<file path="config.mk">
export PLATFORM = sky130hd
export DESIGN_NAME = mem_fifo_loader
export DESIGN_NICKNAME = d
export VERILOG_FILES = /design/src/rtl/minilab_pkg.sv /design/src/rtl/mem_fifo_loader_word_unpacker.sv /design/src/rtl/mem_fifo_loader.sv
export SDC_FILE = /design/constraint.sdc
export NUM_CORES = 1
export LEC_CHECK = 0
export ABC_AREA = 1
export BUFFER_PORTS_ARGS = -buffer_cell sky130_fd_sc_hd__buf_2
export CAP_MARGIN = 5
export CORE_UTILIZATION = 35
export CTS_CLUSTER_DIAMETER = 40
export DETAILED_ROUTE_END_ITERATION = 16
export PLACE_DENSITY_LB_ADDON = 0.05
export SETUP_SLACK_MARGIN = 0.02
export SYNTH_ARGS = -nofsm -noshare
export SYNTH_HDL_FRONTEND = slang
export SYNTH_SLANG_ARGS = --single-unit
</file>
<file path="constraint.sdc">
create_clock -name clk -period 4.88 [get_ports clk]
set_clock_uncertainty 0.15 [all_clocks]
set_input_delay 0.976 -clock clk [delete_from_list [all_inputs] [get_ports clk]]
set_output_delay 0.976 -clock clk [all_outputs]
set_load 0.05 [all_outputs]
</file>
<file path="src/rtl/minilab_pkg.sv">
// Shared constants and types for the matrix-vector fill stage.
package minilab_pkg;

   localparam int DATA_WIDTH = 8;
   localparam int NUM_ROWS   = 8;
   localparam int WORD_BYTES = 8;
   localparam int ADDR_WIDTH = 32;
   localparam int B_FIFO_IDX = 0;

   typedef enum logic [2:0] {
      ST_IDLE,
      ST_REQ,
      ST_WAIT_DATA,
      ST_DRAIN,
      ST_DONE
   } loader_state_t;

endpackage

</file>
<file path="src/rtl/mem_fifo_loader_word_unpacker.sv">
// Holds one memory word and hands it out one byte at a time, low byte first.
module word_unpacker #(
   parameter int DATA_WIDTH = minilab_pkg::DATA_WIDTH,
   parameter int WORD_BYTES = minilab_pkg::WORD_BYTES
) (
   input  logic                             clk,
   input  logic                             rst_n,
   input  logic                             load,
   input  logic                             shift,
   input  logic [DATA_WIDTH*WORD_BYTES-1:0] word,
   output logic [DATA_WIDTH-1:0]            byte_out,
   output logic                             last
);

   localparam int CNT_W = (WORD_BYTES > 1) ? $clog2(WORD_BYTES) : 1;

   logic [DATA_WIDTH*WORD_BYTES-1:0] word_q;
   logic [CNT_W-1:0]                 cnt_q;

   always_ff @(posedge clk or negedge rst_n) begin
      if (!rst_n) begin
         word_q <= '0;
         cnt_q  <= '0;
      end else if (load) begin
         word_q <= word;
         cnt_q  <= '0;
      end else if (shift) begin
         word_q <= word_q >> DATA_WIDTH;
         cnt_q  <= cnt_q + 1'b1;
      end
   end

   assign byte_out = word_q[DATA_WIDTH-1:0];
   assign last     = (cnt_q == CNT_W'(WORD_BYTES - 1));

endmodule

</file>
<file path="src/rtl/mem_fifo_loader.sv">
// Reads the B vector and A rows from memory and streams their bytes into the FIFO array.
module mem_fifo_loader #(
   parameter int DATA_WIDTH = minilab_pkg::DATA_WIDTH,
   parameter int NUM_ROWS   = minilab_pkg::NUM_ROWS,
   parameter int WORD_BYTES = minilab_pkg::WORD_BYTES,
   parameter int ADDR_WIDTH = minilab_pkg::ADDR_WIDTH
) (
   input  logic                             clk,
   input  logic                             rst_n,
   input  logic                             start,
   output logic [ADDR_WIDTH-1:0]            address,
   output logic                             read,
   input  logic [DATA_WIDTH*WORD_BYTES-1:0] readdata,
   input  logic                             readdatavalid,
   input  logic                             waitrequest,
   output logic [DATA_WIDTH-1:0]            fifo_data,
   output logic [NUM_ROWS:0]                fifo_wrreq,
   input  logic [NUM_ROWS:0]                fifo_full,
   output logic                             busy,
   output logic                             done
);
   import minilab_pkg::*;

   localparam int FIFO_N = NUM_ROWS + 1;
   localparam int W_W    = (FIFO_N > 1) ? $clog2(FIFO_N) : 1;

   loader_state_t          state_q;
   logic [W_W-1:0]         w_q;
   logic                   load_word;
   logic                   wr_en;
   logic                   last_byte;
   logic [DATA_WIDTH-1:0]  byte_cur;

   // A word may be captured in the acceptance cycle itself (zero-latency memory).
   assign load_word = readdatavalid &&
                      (((state_q == ST_REQ) && !waitrequest) || (state_q == ST_WAIT_DATA));
   assign wr_en     = (state_q == ST_DRAIN) && !fifo_full[w_q];

   word_unpacker #(
      .DATA_WIDTH (DATA_WIDTH),
      .WORD_BYTES (WORD_BYTES)
   ) u_unpack (
      .clk      (clk),
      .rst_n    (rst_n),
      .load     (load_word),
      .shift    (wr_en),
      .word     (readdata),
      .byte_out (byte_cur),
      .last     (last_byte)
   );

   always_ff @(posedge clk or negedge rst_n) begin
      if (!rst_n) begin
         state_q <= ST_IDLE;
         w_q     <= '0;
      end else begin
         case (state_q)
            ST_IDLE: begin
               if (start) begin
                  w_q     <= W_W'(B_FIFO_IDX);
                  state_q <= ST_REQ;
               end
            end
            ST_REQ: begin
               if (!waitrequest) state_q <= readdatavalid ? ST_DRAIN : ST_WAIT_DATA;
            end
            ST_WAIT_DATA: begin
               if (readdatavalid) state_q <= ST_DRAIN;
            end
            ST_DRAIN: begin
               if (wr_en && last_byte) begin
                  if (w_q == W_W'(NUM_ROWS)) begin
                     state_q <= ST_DONE;
                  end else begin
                     w_q     <= w_q + 1'b1;
                     state_q <= ST_REQ;
                  end
               end
            end
            ST_DONE: state_q <= ST_IDLE;
            default: state_q <= ST_IDLE;
         endcase
      end
   end

   always_comb begin
      fifo_wrreq = '0;
      if (wr_en) fifo_wrreq[w_q] = 1'b1;
   end

   assign read      = (state_q == ST_REQ);
   assign address   = read ? {{(ADDR_WIDTH-W_W){1'b0}}, w_q} : '0;
   assign fifo_data = byte_cur;
   assign busy      = (state_q == ST_REQ) || (state_q == ST_WAIT_DATA) || (state_q == ST_DRAIN);
   assign done      = (state_q == ST_DONE);

endmodule

</file>
# After elaboration in Yosys (flattened, before gate mapping)
# Index checks and enable logic that the tools add are counted.
[totals] ff_bits=74 wordCells=55 input_bits=78 out_inout_bits=52
[op_classes] eq_ne=11 reduce_logical=15 mux=21 addsub=2 order_cmp=2
[op_table] operator="2-to-1 mux 64 bit" n=2
[op_table] operator="2-to-1 mux 3 bit" n=7
[op_table] operator="2-to-1 mux 4 bit" n=4
[op_table] operator="one-hot mux 3 bit (4 select lines)" n=1
[op_table] operator="!= test 2 bit, second input constant" n=5
[op_table] operator="2-to-1 mux 9 bit" n=1
[op_table] operator="one-hot mux 4 bit (2 select lines)" n=1
[op_table] operator="AND reduction 4 bit" n=2
[op_table] operator="== test 3 x 2 -> 1 bit, second input constant" n=2
[op_table] operator="== test 3 bit, second input constant" n=2
[op_table] operator="logical AND 1 bit" n=5
[op_table] operator="less-than comparator 4 x 5 -> 1 bit, second input constant" n=1
[op_table] operator="adder 4 x 1 -> 4 bit, second input constant" n=1
[op_table] operator="binary-select mux 1 bit (select 4 bit)" n=1
[op_table] operator="demux 1 bit (select 4 bit)" n=1
[op_table] operator="== test 4 bit, second input constant" n=1
[op_table] operator="greater-or-equal comparator 4 x 1 -> 1 bit, second input constant" n=1
[op_table] operator="nonzero test 2 bit" n=2
[op_table] operator="adder 3 x 1 -> 3 bit, second input constant" n=1
[op_table] operator="== test 3 x 1 -> 1 bit, second input constant" n=1
[op_table] operator="zero test 3 bit" n=1
[op_table] operator="logical OR 1 bit" n=3
[op_table] operator="2-to-1 mux 1 bit" n=3
[op_table] operator="zero test 1 bit" n=2

# Depth between registers and ports, before layout
[depth] word_depth=7 depth_mapped=12 depth_no_buf=10

# By module
# Synthesis repeated with hierarchy kept, for this count alone.
[unflattened] cells_unflattened=514 hier_area_um2=4061.4
[by_module_without_submodules] module="word_unpacker" cells_each=364 seq_area_each_um2=1676.6 n_inst=1 area_per_inst_um2=3075.4
[by_module_without_submodules] module="mem_fifo_loader" cells_each=150 seq_area_each_um2=175.2 n_inst=1 area_per_inst_um2=985.9

# Worst setup path before layout
# No wires, ideal clock.
[synth_timing] path_kind="input to output" startpoint="in fifo_full[3]" endpoint="out fifo_wrreq[0]" n_path_buf=1 setup_slack_ns=1.147 t_required_ns=3.754 stages=8 arrival_time_ns=2.607 path_cell_list="inv_1 -> nand2_1 -> nand3_1 -> nand2_1 -> a21oi_2 -> nand2_2 -> buf_6 -> nor3_1"
[synth_between] elab_chain_len=5
[synth_rtl] element="from (decl)" line_no="mem_fifo_loader.sv:18" source="input logic [NUM_ROWS:0] fifo_full,"
[synth_rtl] element="binary-select mux 1 bit (select 4 bit)" line_no="mem_fifo_loader.sv:37" source="assign wr_en = (state_q == ST_DRAIN) && !fifo_full[w_q];"
[synth_rtl] element="2-to-1 mux 1 bit (implied by the code)" line_no="mem_fifo_loader.sv:37"
[synth_rtl] element="zero test 1 bit" line_no="mem_fifo_loader.sv:37"
[synth_rtl] element="logical AND 1 bit" line_no="mem_fifo_loader.sv:37"
[synth_rtl] element="2-to-1 mux 9 bit" line_no="mem_fifo_loader.sv:88" source="if (wr_en) fifo_wrreq[w_q] = 1'b1;"
[synth_rtl] element="to (decl)" line_no="mem_fifo_loader.sv:17" source="output logic [NUM_ROWS:0] fifo_wrreq,"
# No other way between the ends. The select of a mux whose other input is x is not followed.

# Final worst setup path
[layout_timing] startpoint="in fifo_full[7]" endpoint="out fifo_wrreq[5]"
# The elaborated chain is that of the path after synthesis.

==> flow_summary.toml <==
[run_status]
status = "completed"

[grt]
grt_max_degree = 75
grtUsageTotal_pct = 16.8
grt_first_pass_wirelength_um = 15500
antenna_found_initial = 0
grt_pass1_vias = 3292
grt_overflow = 0

[timing]
max_freq_mhz = 304
slew_headroom_pct = 36.3
worstMarginPinSlew_ns = 0.956
rsz0062_at_grt = "false"
tns_ns = 0
report.final.setup_viol = 0
hold_viol = 0
drv_slew = 0
period_share_pct = 67.5
period_needed_ns = 3.29

[synthesis]
synth_enable_flop_cells = 0
synth_area_leaders = "dfrtp_1 46%, nand2_1 16%, nand3_1 15%"
yosys.area.top_type = "dfrtp_1"
yosys-top-cells-count = "168 x nand2_1, 119 x nand3_1, 74 x dfrtp_1"
synth.distinct_cells = 30
syn_avg_cell_area_sq_um = 7.84
synth_seq_area_share_pct = 46.1
ys.warnings.count = 0
async_flop_share_pct = 100
syn-cell-area_sq_mm = 0.00402
synth-main-ff-cell = "dfrtp_1"
yosys.area.top_type_share_pct = 46.1
post-synth-top-count-cell = "nand2_1"
ys_ff_latch = 74
syn_inst = 513

[clock_network]
cts-htree-levels = 3
cts.hold.buffers_added = 0
clk_path_buf_depth = 2
cts-resized-gates = 0
clk_latency_ns = 0.33
cts_tree = "done"
numCtsBuffers = 9
root_buffer = "clkbuf_16"
clk_pin_slew_ns = 0.06
clock_sinks = 74
cts_setup_buffers = 0

[worst_setup_path]
critPathRequiredTime_ns = 3.75
max_stage_delay_ns = 0.29
crit_type = "primary input to output port"
cp_num_buf_inv = 3
cp_slowest_cell = "buf_2"
crit_family = "simple AND/OR/NAND/NOR gates"
arrival_ns = 2.17
cp.depth = 9
r2r_cells = 10
worstPathCellList = "buf_2 > inv_1 > nand2_1 > nand3_1 > nand2_1 > a21oi_2 > nand2_2 > nor3_1 > buf_2"
cp_max_fo = 11
startpoint_type = "primary input"
critPathCaptureType = "output port"

[final_layout]
nets = 675
fin_util_pct = 42.7
drive_above_1_share_pct = 23.0
fillers = 1223
n_antenna_cell = 0
area_delta_synth_final_pct = 17.2

[route]
wl_per_cell_um = 12.8
drt_iter0_drc = 201
viasPerCell = 4.69
drc = 0
drt-total-wl_um = 9430
firstDrtPassIters = 6
antenna_violating_nets_post_route = 0
dr_total_vias = 3454

[pwr]
powerDensity_mw_per_mm2 = 647
leakagePower_nw = 2.50
peakVddDrop_uv = 235

[min_path]
min_path_cells = 2
hp-class = "register to register"

[placement]
gp_congestion = 0.776
port-buffer-count = 101
detailed_place_hpwl_um = 6140

[floorplanning]
fp.dieH_um = 109
start_util_pct = 36.4
io_pins = 130
fp.dieArea_sq_mm = 0.0119
core_area_sq_mm = 0.0110
die_x_um = 109
fp-row-count = 38

[job]
drv_cap = 0
[kinds of logic (layout without fill, tap and decap cells)]
group | after synthesis | after routing | share of synthesized area [%]
buf+inv | 98 | 154 | 14.5
simple gates | 322 | 322 | 35.1
other cells | 1 | 28 | 0.0933
compound gates | 11 | 11 | 2.09
xor+xnor | 1 | 1 | 0.218
flops | 74 | 74 | 46.1
fa+ha+maj | 6 | 6 | 1.87
[state kept, by name, indices dropped and copies added, names as in the netlist]
signal and cells:
u_unpack.cnt_q 3, w_q 4, u_unpack.word_q 64, state_q 3
[report_power, final]
part / switching [W] / internal (W) / leakage (nW)
clock network: 0.000261 / 0.000462 / 0.155
registers: 0.000165 / 0.000893 / 0.936
logic: 0.000907 / 0.000362 / 1.41
total: 0.00133 / 0.00172 / 2.50
[cells in the final DEF, fill, tap and decap left out, types with 3 or more instances in the layout]
cell type and n:
nand2_1 168, nand3_1 119, buf_2 100, dfrtp_1 74, inv_1 28, conb_1 28
nor2_1 12, nor3_1 9, clkbuf_16 9, nand4_1 7, ha_1 6, inv_2 4
o211ai_1 4, nor2_2 3, buf_4 3
[per-stage QoR]
| step | hold WS (ns) | instances | area, sq um | power (W) | worst slack, ns |
|---|---|---|---|---|---|
| 2_1_floorplan | 0.293 | 540 | 4120 | 0.00217 | 1.15 |
| 3_3_place_gp | 0.307 | 720 | 4390 | 0.00235 | 1.64 |
| 3_5_place_dp | 0.313 | 720 | 4390 | 0.00237 | 1.59 |
| 4_1_cts | 0.329 | 736 | 4710 | 0.00310 | 1.58 |
| 5_1_grt | 0.347 | 736 | 4710 | 0.00331 | 1.46 |
| 6_report | 0.323 | 736 | 4710 | 0.00305 | 1.59 |
[routing by layer]
layer	track usage (%)	part of all wire [%]	up-vias	wire length, um
li1	-	-	1753	-
met1	21.7	48	1609	4490
met2	27.7	46	81	4370
met3	3.83	4.9	11	460
met4	5.33	1.1	0	102
met5	0	0	-	0
[cell type report]
type | instances | area (sq um) | area share (%)
sequential | 74 | 1850 | 39.3
multi-input combinational | 368 | 1690 | 35.9
timing repair buffer | 103 | 523 | 11.1
clock buffer | 10 | 239 | 5.07
tap | 140 | 175 | 3.72
inverter | 35 | 143 | 3.03
clock inverter | 6 | 88.8 | 1.88
[worst min-delay path, stage by stage, from the launching register on]
cell and delay [ns]:
dfrtp_1 0.34, nand2_1 0.05, nand3_1 0.05
[path summary, 6_finish.rpt]
check	from	to	slack [ns]
setup / recovery	fifo_full[7]	fifo_wrreq[5]	1.59
hold / removal	u_unpack.word_q[7]	u_unpack.word_q[7]	0.32
setup reg to reg	w_q[0]	u_unpack.word_q[50]	2.43
hold reg to reg	u_unpack.word_q[7]	u_unpack.word_q[7]	0.32
max in group asynchronous	rst_n	u_unpack.word_q[31]	3.32
min in group asynchronous	rst_n	state_q[0]	0.63
Note: power is estimated with default switching activity, not from simulation.
